===== config.mk =====
export PLATFORM = sky130hd
export DESIGN_NAME = if_fetch
export DESIGN_NICKNAME = d
export VERILOG_FILES = /design/src/rtl/if_fetch.sv
export SDC_FILE = /design/constraint.sdc
export NUM_CORES = 1
export LEC_CHECK = 0
export CAP_MARGIN = 20
export CORE_ASPECT_RATIO = 1.25
export CORE_MARGIN = 4
export CORE_UTILIZATION = 35
export CTS_BUF_LIST = sky130_fd_sc_hd__clkbuf_4 sky130_fd_sc_hd__clkbuf_8
export CTS_CLUSTER_DIAMETER = 40
export DETAILED_ROUTE_END_ITERATION = 10
export MAX_ROUTING_LAYER = met4
export SYNTH_ARGS = -nofsm -noshare
export SYNTH_HDL_FRONTEND = slang
export SYNTH_SLANG_ARGS = --single-unit

===== constraint.sdc =====
create_clock -name clk -period 2.4 [get_ports clk]
set_input_delay 0.48 -clock clk [delete_from_list [all_inputs] [get_ports clk]]
set_output_delay 0.48 -clock clk [all_outputs]
set_load 0.005 [all_outputs]

===== src/rtl/if_fetch.sv =====
// Instruction-fetch stage: owns the PC, issues word reads on the instruction bus
// and presents one pc/inst/exception/bubble bundle per cycle to the IF/ID register.
module if_fetch #(
    parameter logic [31:0] RESET_PC = 32'h8000_0000,
    parameter int          ADEL_BIT = 4
) (
    input  logic        clk,
    input  logic        rst,
    input  logic [5:0]  stall,
    input  logic        flush,
    input  logic [31:0] new_pc,
    input  logic        branch_flag,
    input  logic [31:0] branch_target,
    output logic        ibus_req,
    output logic [31:0] ibus_addr,
    input  logic        ibus_ack,
    input  logic [31:0] ibus_data,
    output logic [31:0] if_pc,
    output logic [31:0] if_inst,
    output logic [31:0] if_excepttype,
    output logic        if_isbubble,
    output logic        stallreq_if
);

    localparam logic [1:0]  ST_FETCH   = 2'd0;
    localparam logic [1:0]  ST_HOLD    = 2'd1;
    localparam logic [1:0]  ST_DISCARD = 2'd2;
    localparam logic [31:0] ADEL_MASK  = 32'd1 << ADEL_BIT;

    logic [1:0]  state_r;
    logic [31:0] pc_r;
    logic [31:0] req_addr_r;
    logic [31:0] hold_inst_r;
    logic [31:0] hold_exc_r;
    logic        br_pend_r;
    logic [31:0] br_tgt_r;

    logic [1:0]  state_s;
    logic [31:0] pc_s;
    logic [31:0] req_addr_s;
    logic [31:0] hold_inst_s;
    logic [31:0] hold_exc_s;
    logic        br_pend_s;
    logic [31:0] br_tgt_s;

    logic        aligned_s;
    logic        complete_s;
    logic        advance_s;
    logic        br_clear_s;
    logic [31:0] next_pc_s;
    logic [31:0] fetch_inst_s;
    logic [31:0] fetch_exc_s;

    // Fetch-slot decode: a misaligned PC completes at once with an address error.
    always_comb begin
        aligned_s  = (pc_r[1:0] == 2'b00);
        complete_s = !aligned_s || ibus_ack;
        next_pc_s  = br_pend_r ? br_tgt_r : (branch_flag ? branch_target : pc_r + 32'd4);
        if (aligned_s) begin
            fetch_inst_s = ibus_data;
            fetch_exc_s  = 32'd0;
        end else begin
            fetch_inst_s = 32'd0;
            fetch_exc_s  = ADEL_MASK;
        end
    end

    // Output bundle per state; reset forces an idle bus and a bubble without waiting for a clock.
    always_comb begin
        ibus_req      = 1'b0;
        ibus_addr     = 32'd0;
        if_pc         = 32'd0;
        if_inst       = 32'd0;
        if_excepttype = 32'd0;
        if_isbubble   = 1'b1;
        stallreq_if   = 1'b0;
        if (!rst) begin
            ibus_req = 1'b0;
        end else begin
            case (state_r)
                ST_FETCH: begin
                    ibus_req  = aligned_s;
                    ibus_addr = pc_r;
                    if_pc     = pc_r;
                    if (complete_s) begin
                        if_inst       = fetch_inst_s;
                        if_excepttype = fetch_exc_s;
                        if_isbubble   = 1'b0;
                    end else begin
                        stallreq_if = 1'b1;
                    end
                end
                ST_HOLD: begin
                    if_pc         = pc_r;
                    if_inst       = hold_inst_r;
                    if_excepttype = hold_exc_r;
                    if_isbubble   = 1'b0;
                end
                ST_DISCARD: begin
                    ibus_req  = 1'b1;
                    ibus_addr = req_addr_r;
                end
                default: begin
                    ibus_req = 1'b0;
                end
            endcase
        end
    end

    // Next-state logic: flush wins, then advance, then hold the completed word under stall.
    always_comb begin
        state_s     = state_r;
        pc_s        = pc_r;
        req_addr_s  = req_addr_r;
        hold_inst_s = hold_inst_r;
        hold_exc_s  = hold_exc_r;
        advance_s   = 1'b0;
        br_clear_s  = 1'b0;
        case (state_r)
            ST_FETCH: begin
                if (flush) begin
                    pc_s       = new_pc;
                    br_clear_s = 1'b1;
                    if (aligned_s && !ibus_ack) begin
                        // The outstanding read must still be retired on the bus.
                        req_addr_s = pc_r;
                        state_s    = ST_DISCARD;
                    end else begin
                        state_s = ST_FETCH;
                    end
                end else if (complete_s && !stall[0]) begin
                    advance_s = 1'b1;
                    pc_s      = next_pc_s;
                    state_s   = ST_FETCH;
                end else if (complete_s) begin
                    hold_inst_s = fetch_inst_s;
                    hold_exc_s  = fetch_exc_s;
                    state_s     = ST_HOLD;
                end else begin
                    state_s = ST_FETCH;
                end
            end
            ST_HOLD: begin
                if (flush) begin
                    pc_s       = new_pc;
                    br_clear_s = 1'b1;
                    state_s    = ST_FETCH;
                end else if (!stall[0]) begin
                    advance_s = 1'b1;
                    pc_s      = next_pc_s;
                    state_s   = ST_FETCH;
                end else begin
                    state_s = ST_HOLD;
                end
            end
            ST_DISCARD: begin
                if (flush) begin
                    pc_s = new_pc;
                end else begin
                    pc_s = pc_r;
                end
                if (ibus_ack) begin
                    state_s = ST_FETCH;
                end else begin
                    state_s = ST_DISCARD;
                end
            end
            default: begin
                state_s = ST_FETCH;
            end
        endcase
    end

    // Remember a taken branch that arrived while the PC could not move.
    always_comb begin
        br_pend_s = br_pend_r;
        br_tgt_s  = br_tgt_r;
        if (br_clear_s || advance_s) begin
            br_pend_s = 1'b0;
        end else if (branch_flag && !flush) begin
            br_pend_s = 1'b1;
            br_tgt_s  = branch_target;
        end else begin
            br_pend_s = br_pend_r;
        end
    end

    // State registers.
    always_ff @(posedge clk or negedge rst) begin
        if (!rst) begin
            state_r     <= ST_FETCH;
            pc_r        <= RESET_PC;
            req_addr_r  <= 32'd0;
            hold_inst_r <= 32'd0;
            hold_exc_r  <= 32'd0;
            br_pend_r   <= 1'b0;
            br_tgt_r    <= 32'd0;
        end else begin
            state_r     <= state_s;
            pc_r        <= pc_s;
            req_addr_r  <= req_addr_s;
            hold_inst_r <= hold_inst_s;
            hold_exc_r  <= hold_exc_s;
            br_pend_r   <= br_pend_s;
            br_tgt_r    <= br_tgt_s;
        end
    end

endmodule

Word level (Yosys, flattened, before mapping). Cells that the tools add are included.

Bits in registers: 163. Input bits: 107. Output and inout port bits: 131. Logic and storage cells: 78.

Add/subtract/negate cells: 1. Equal/unequal tests: 5. Muxes and demuxes: 44. Bitwise gates (word level): 3. Reductions and logical operators: 18.

Operators with widths (number): $mux W32 (15); $pmux W32 S2 (3); $pmux W32 S3 (1); $add A32 B3 Y32 const B (1); $mux W1 (17); $reduce_and A4 Y1 (2); $mux W2 (3); $ne A3 B3 Y1 const B (2); $pmux W1 S2 (3); $pmux W2 S3 (1); $mux W5 (1); $logic_not A1 Y1 (4); $logic_not A2 Y1 (2); $logic_and A1 B1 Y1 (3); $not A1 Y1 (3); $reduce_and A3 Y1 (1); $reduce_bool A3 Y1 (1); $eq A2 B1 Y1 const B (1); $eq A2 B2 Y1 const B (1); $logic_or A1 B1 Y1 (2); $ne A2 B2 Y1 const B (1); $reduce_and A2 Y1 (1); $reduce_bool A2 Y1 (1); $reduce_or A2 Y1 (1).

Depth between registers and ports, before layout. Gate-level depths: netlist of run 1.

Word-level depth: 10. Gate-level depth with buffers: 8. Mapped depth without buffers: 6.

Worst setup path before layout of run 1. OpenSTA, ideal clock, no wires.

Path kind: reg-to-output. Start point: reg pc_r[1]. End point: out ibus_req. Data arrival time: 1347 ps. Required time: 1920 ps. Setup slack: 573 ps. Stages on the path, launching flop included: 6. Path buffers: 2. Cell sequence: dfrtp_1 > nor2_1 > clkbuf_1 > clkbuf_1 > nor2_1 > nor2_1.

Longest elaborated chain between the ends: 3.

RTL lines: start, declared (RTL line 31) `logic [31:0] pc_r;`; start signal, assigned (RTL line 200) `pc_r <= pc_s;`; $logic_not A2 Y1 (RTL line 56) `aligned_s = (pc_r[1:0] == 2'b00);`; $pmux W1 S2 (RTL line 80) `case (state_r)`; $mux W1 (RTL line 77) `if (!rst) begin`; end, declared (RTL line 14) `output logic ibus_req,`.

No other way between the ends.

Worst setup path in the final report of run 1.
Start point: reg pc_r[0]. End point: out if_inst[10].

Longest elaborated chain between the ends: 6. Elaborated cells between the ends (all ways): 7. Classes of those cells: mux (4); reduce/logical (3).

RTL lines: $logic_not A2 Y1 (*) (RTL line 56); $logic_not A1 Y1 (RTL line 57) `complete_s = !aligned_s || ibus_ack;`; $logic_or A1 B1 Y1 (RTL line 57); $mux W32 (*) (RTL line 85) `if (complete_s) begin`; $pmux W32 S2 (*) (RTL line 80); $mux W32 (*) (RTL line 77); end, declared (RTL line 19) `output logic [31:0] if_inst,`.

Every way passes the cells marked *; elsewhere a longest branch is shown, timed or not.

==> results, run 1 <==
- Together, buffers and inverters on the worst path number 4.
- The flow ran to the end, but the final reports show violations.
- The floorplan step defined a die boundary enclosing 0.0255 mm2.
- The clock insertion delay at the later pin of the skew report is between 0.4 and 0.5 ns.
- After filler insertion, the fill cell instance count of the layout stands at 2,124.
- The floorplan step set the die height to about 180 um.
- After detailed routing, the average wire length per cell comes to 20.0 um.
- Measured against its own limit, the worst slew margin works out to 0.412.
- The classification of the worst-slack hold path is input pin to async pin.
- After synthesis, the netlist uses 65 different library cells.
- The final layout contains 1,234 nets.
- The via count is 7,642.
- Once detail routing completed, the nets flagged for antenna violations numbered 0.
- In the routed design, unresolved DRC markers number 0.
- STA classifies the critical path endpoint as an output pin.
- The cell with the biggest individual delay on the critical path is sky130_fd_sc_hd__dfrtp_2.
- The power per standard cell area is 735 mW/mm2.
- The clock period minus worst slack is 2.51 ns.
- The dominant cell by count in the synthesized netlist is sky130_fd_sc_hd__dfrtp_1.
- In this run the deepest clock path goes through 2 buffers.
- The hold violation total from the final report was 0.
- In this run, the number of DRC markers left after iteration 0 of detailed routing was 357.
- The HPWL after detailed placement is 19,200 um.
- For this design, the CTS-stage hold fixing added 0 buffers.
- The clock-pin slew of the registers on the worst-case setup and hold paths is 0.07 ns.
- Entering global routing, the biggest net connects 68 pins.
- The initial utilization of the core area, before any placement, comes to 0.358.
- The peak supply drop is 0.372 mV.
- The all-layer global routing usage is 0.223.
- During I/O placement, the number of pins put on the boundary was 238.
- For this design, the sink count on the clock tree is 132.
- The peak per-stage delay on the critical path is 0.45 ns.
- The type of the worst setup path is register to output pin.
- The synthesized cell area is 0.00803 mm2.
- The critical register-to-register path startpoint is state_r[1].
- The top achievable clock speed is between 300 and 400 MHz.
- Summing all placed instances gives a cell area of 0.0106 mm2.
- The number of warnings reported in the yosys synthesis log is 0.
- The average instance in the mapped netlist occupies 9.14 um2.
- The transition time of the tightest slew-check pin is approximately 0.88 ns.
- At the worst endpoint, the arrival time is a little over 2 ns.
- The area share of the largest cell type after synthesis is 0.408.
- By area the synthesized netlist is led by sky130_fd_sc_hd__dfrtp_1 41%, sky130_fd_sc_hd__mux2_2 7.0%, sky130_fd_sc_hd__o21ai_0 4.7%, sky130_fd_sc_hd__nand2_1 4.7%, sky130_fd_sc_hd__nor2_1 4.7%.
- The tree is rooted in a sky130_fd_sc_hd__clkbuf_8.
- Setup violations remaining at the end of the flow were counted as 18.
- The detailed-route vias per instance is 5.37.
- After synthesis, the share of flip-flops with an asynchronous set or reset is 1.00.
- After synthesis the netlist holds a flip-flop and latch count of 132.
- The analysis attributes to cell leakage a power of about 5.0 nW.
- The final weighted congestion in routability-driven placement is 0.865.
- The global-route congestion overflow total is 0.
- Among the stages of the critical path, the cell type that occurs most often is sky130_fd_sc_hd__buf_6.
- Along the worst path, the maximum fanout reaches 5.
- The required time reported for the critical path endpoint is approximately 1.9 ns.
- The number of global-route vias before repair is 7,650.
- The final layout contains routed wiring with a total length of 28,400 um.
- The family of cells with the greatest summed delay on the critical path is buffers and inverters.
- The number of input and output port buffers inserted is 201.
- The total power draw is 8.46 mW.
- The number of max-slew violations in the final report is 0.
- The area of the core is ~0.022 mm2.
- The startpoint type of the worst setup path is a register.
- Summed over all instances, the cell type with the most area after synthesis is sky130_fd_sc_hd__dfrtp_1.
- The H-tree depth reported by CTS is 4.
- Across the routed clock network, the largest skew measured is between 0.01 and 0.015 ns.
- For this run, the leading register cell type out of synthesis is sky130_fd_sc_hd__dfrtp_1.
- With fillers left out, the area of the finished cells amounts to 0.0115 mm2.
- The least setup slack across all paths after layout is -0.115 ns.
- From synthesis to final layout, the design area changed by 43.1%.
- The first global-routing pass estimated 43,100 um of wire.
- The part of the Yosys area used for sequential elements is 0.411.
- The initial antenna violation count is 1.
- The TritonCTS clock tree is built.
- The first detailed-routing pass took 5 iterations.
- The floorplan row count is 61.
- Synthesis handed over a netlist of a little under 900 instances.
- Clock tree synthesis inserted a total of 17 buffers.
- The overall die width is ~140 um.
- Dividing the final minimum period by the clock period gives 1.05.
- Walking the worst path, the cells encountered are buf_6, nor3_4, nor3_4, buf_6, buf_6, a32oi_1, nor2_1, clkdlybuf4s15_2.
- In this run, synthesis inferred 0 flip-flops with an integrated enable.
- The checks that failed: negative setup slack.
- The max-cap check violation count is 0.
- Ranked by instance count, the synthesized netlist is headed by 131 x sky130_fd_sc_hd__dfrtp_1, 101 x sky130_fd_sc_hd__nand2_1, 101 x sky130_fd_sc_hd__nor2_1.
- In this run the worst setup path begins at pc_r[0].
- Of the cells placed in the final design, the portion with a size suffix greater than 1 is 0.267.
- Setup repair after global routing could not meet its margin everywhere.
==> logic make-up after synthesis <==
family | after synthesis | synth area share
simple gates | 303 | 0.178
compound gates | 222 | 0.195
flops | 132 | 0.411
buf+inv | 120 | 0.0815
mux | 93 | 0.125
xor+xnor | 7 | 0.00763
fa+ha+maj | 1 | 0.00156
other cells | 1 | 0.000467
==> final cells by class <==
| type | count | area [um2] | area share |
|---|---|---|---|
| antenna | 1 | 2.50 | 0.000218 |
| inverter | 9 | 33.8 | 0.00294 |
| clock inverter | 14 | 115 | 0.0100 |
| timing repair buffer | 309 | 3020 | 0.262 |
| sequential | 132 | 3310 | 0.288 |
| multi-input combinational | 657 | 4440 | 0.386 |
| tap | 283 | 354 | 0.0308 |
| clock buffer | 17 | 234 | 0.0203 |
==> worst reg2reg max path, stage by stage (launching register included) <==
cell                       delay (ns)
sky130_fd_sc_hd__dfrtp_2         0.44
sky130_fd_sc_hd__buf_6           0.13
sky130_fd_sc_hd__buf_6           0.12
sky130_fd_sc_hd__buf_4           0.15
sky130_fd_sc_hd__nor2b_1         0.13
sky130_fd_sc_hd__or2_1           0.36
sky130_fd_sc_hd__buf_12          0.23
sky130_fd_sc_hd__a221oi_1        0.29
sky130_fd_sc_hd__o31ai_1         0.14
sky130_fd_sc_hd__a22o_1          0.19
==> cells in the final DEF (no fill, tap or decap), types with 9 or more instances in the layout <==
cell type and count:
sky130_fd_sc_hd__nor2_2 12, sky130_fd_sc_hd__nand2_1 100, sky130_fd_sc_hd__buf_12 16, sky130_fd_sc_hd__a32oi_1 13, sky130_fd_sc_hd__nor2_1 89, sky130_fd_sc_hd__buf_6 29
sky130_fd_sc_hd__clkbuf_2 18, sky130_fd_sc_hd__and2_1 29, sky130_fd_sc_hd__buf_4 51, sky130_fd_sc_hd__mux2i_1 36, sky130_fd_sc_hd__buf_2 31, sky130_fd_sc_hd__clkdlybuf4s50_1 99
sky130_fd_sc_hd__clkbuf_8 17, sky130_fd_sc_hd__o21ai_0 76, sky130_fd_sc_hd__a21oi_1 12, sky130_fd_sc_hd__conb_1 31, sky130_fd_sc_hd__nand3_1 14, sky130_fd_sc_hd__a221oi_1 17
sky130_fd_sc_hd__mux2_2 50, sky130_fd_sc_hd__dfrtp_1 127, sky130_fd_sc_hd__o31a_1 11, sky130_fd_sc_hd__nand4_1 13, sky130_fd_sc_hd__dlygate4sd2_1 42, sky130_fd_sc_hd__a32oi_2 20
sky130_fd_sc_hd__clkdlybuf4s15_1 9
==> per-stage QoR <==
step / util / TNS, ns / setup WS [ns] / hold slack [ns] / std cells
after CTS: 0.505 / -1.87 / -0.122 / 0.0777 / 1417
after global placement: 0.471 / -12.04 / -0.330 / 0.461 / 1345
after detailed placement: 0.471 / -13.46 / -0.330 / 0.471 / 1345
final: 0.512 / -0.803 / -0.115 / 0.0930 / 1422
after floorplan: - / 0 / 0.573 / 0.184 / 909
after global routing: 0.512 / -3.99 / -0.225 / 0.0872 / 1422
==> worst paths after layout <==
check | to | slack [ns] | cells past startpoint
max in group asynchronous | req_addr_r[4] | 1.52 | 2
max | if_inst[10] | -0.11 | 8
min | br_tgt_r[24] | 0.09 | 2
min reg2reg | br_tgt_r[25] | 0.49 | 1
min in group clk | br_tgt_r[25] | 0.49 | 1
max reg2reg | pc_r[14] | 0.10 | 9
==> flip-flops by register name (all words and copies together) (netlist names) <==
register	flops
br_tgt_r	32
hold_inst_r	32
pc_r	32
req_addr_r	32
state_r	2
br_pend_r	1
hold_exc_r	1
==> what timing repair did <==
item / in CTS / in global routing
setup endpoints to repair: 100 / 43
gates cloned: 8 / 1
buffers inserted: 34 / 5
resized for setup: 250 / 91
pin swaps: 39 / 33
==> metal layers <==
layer	up-vias	track usage	wire length (um)
met1	3724	0.264	11500
met3	31	0.0544	2000
met5	-	-	0
met4	0	0.0514	478
met2	278	0.383	14500
li1	3609	-	-
==> report_power, final <==
group          total [mW]  switching (mW)  internal, mW
Combinational        3.29            1.53          1.77
Sequential           3.42           0.539          2.88
Clock                1.74           0.938         0.802
Total                8.46            3.00          5.46
Power figures use the tool's default switching activity.
==> inputs of run 2 (changes only) <==
- ABC_CLOCK_PERIOD_IN_PS: default -> 2400
==> results of run 2 <==
No change in the layout: final DEF, timing and power equal those of run 1.
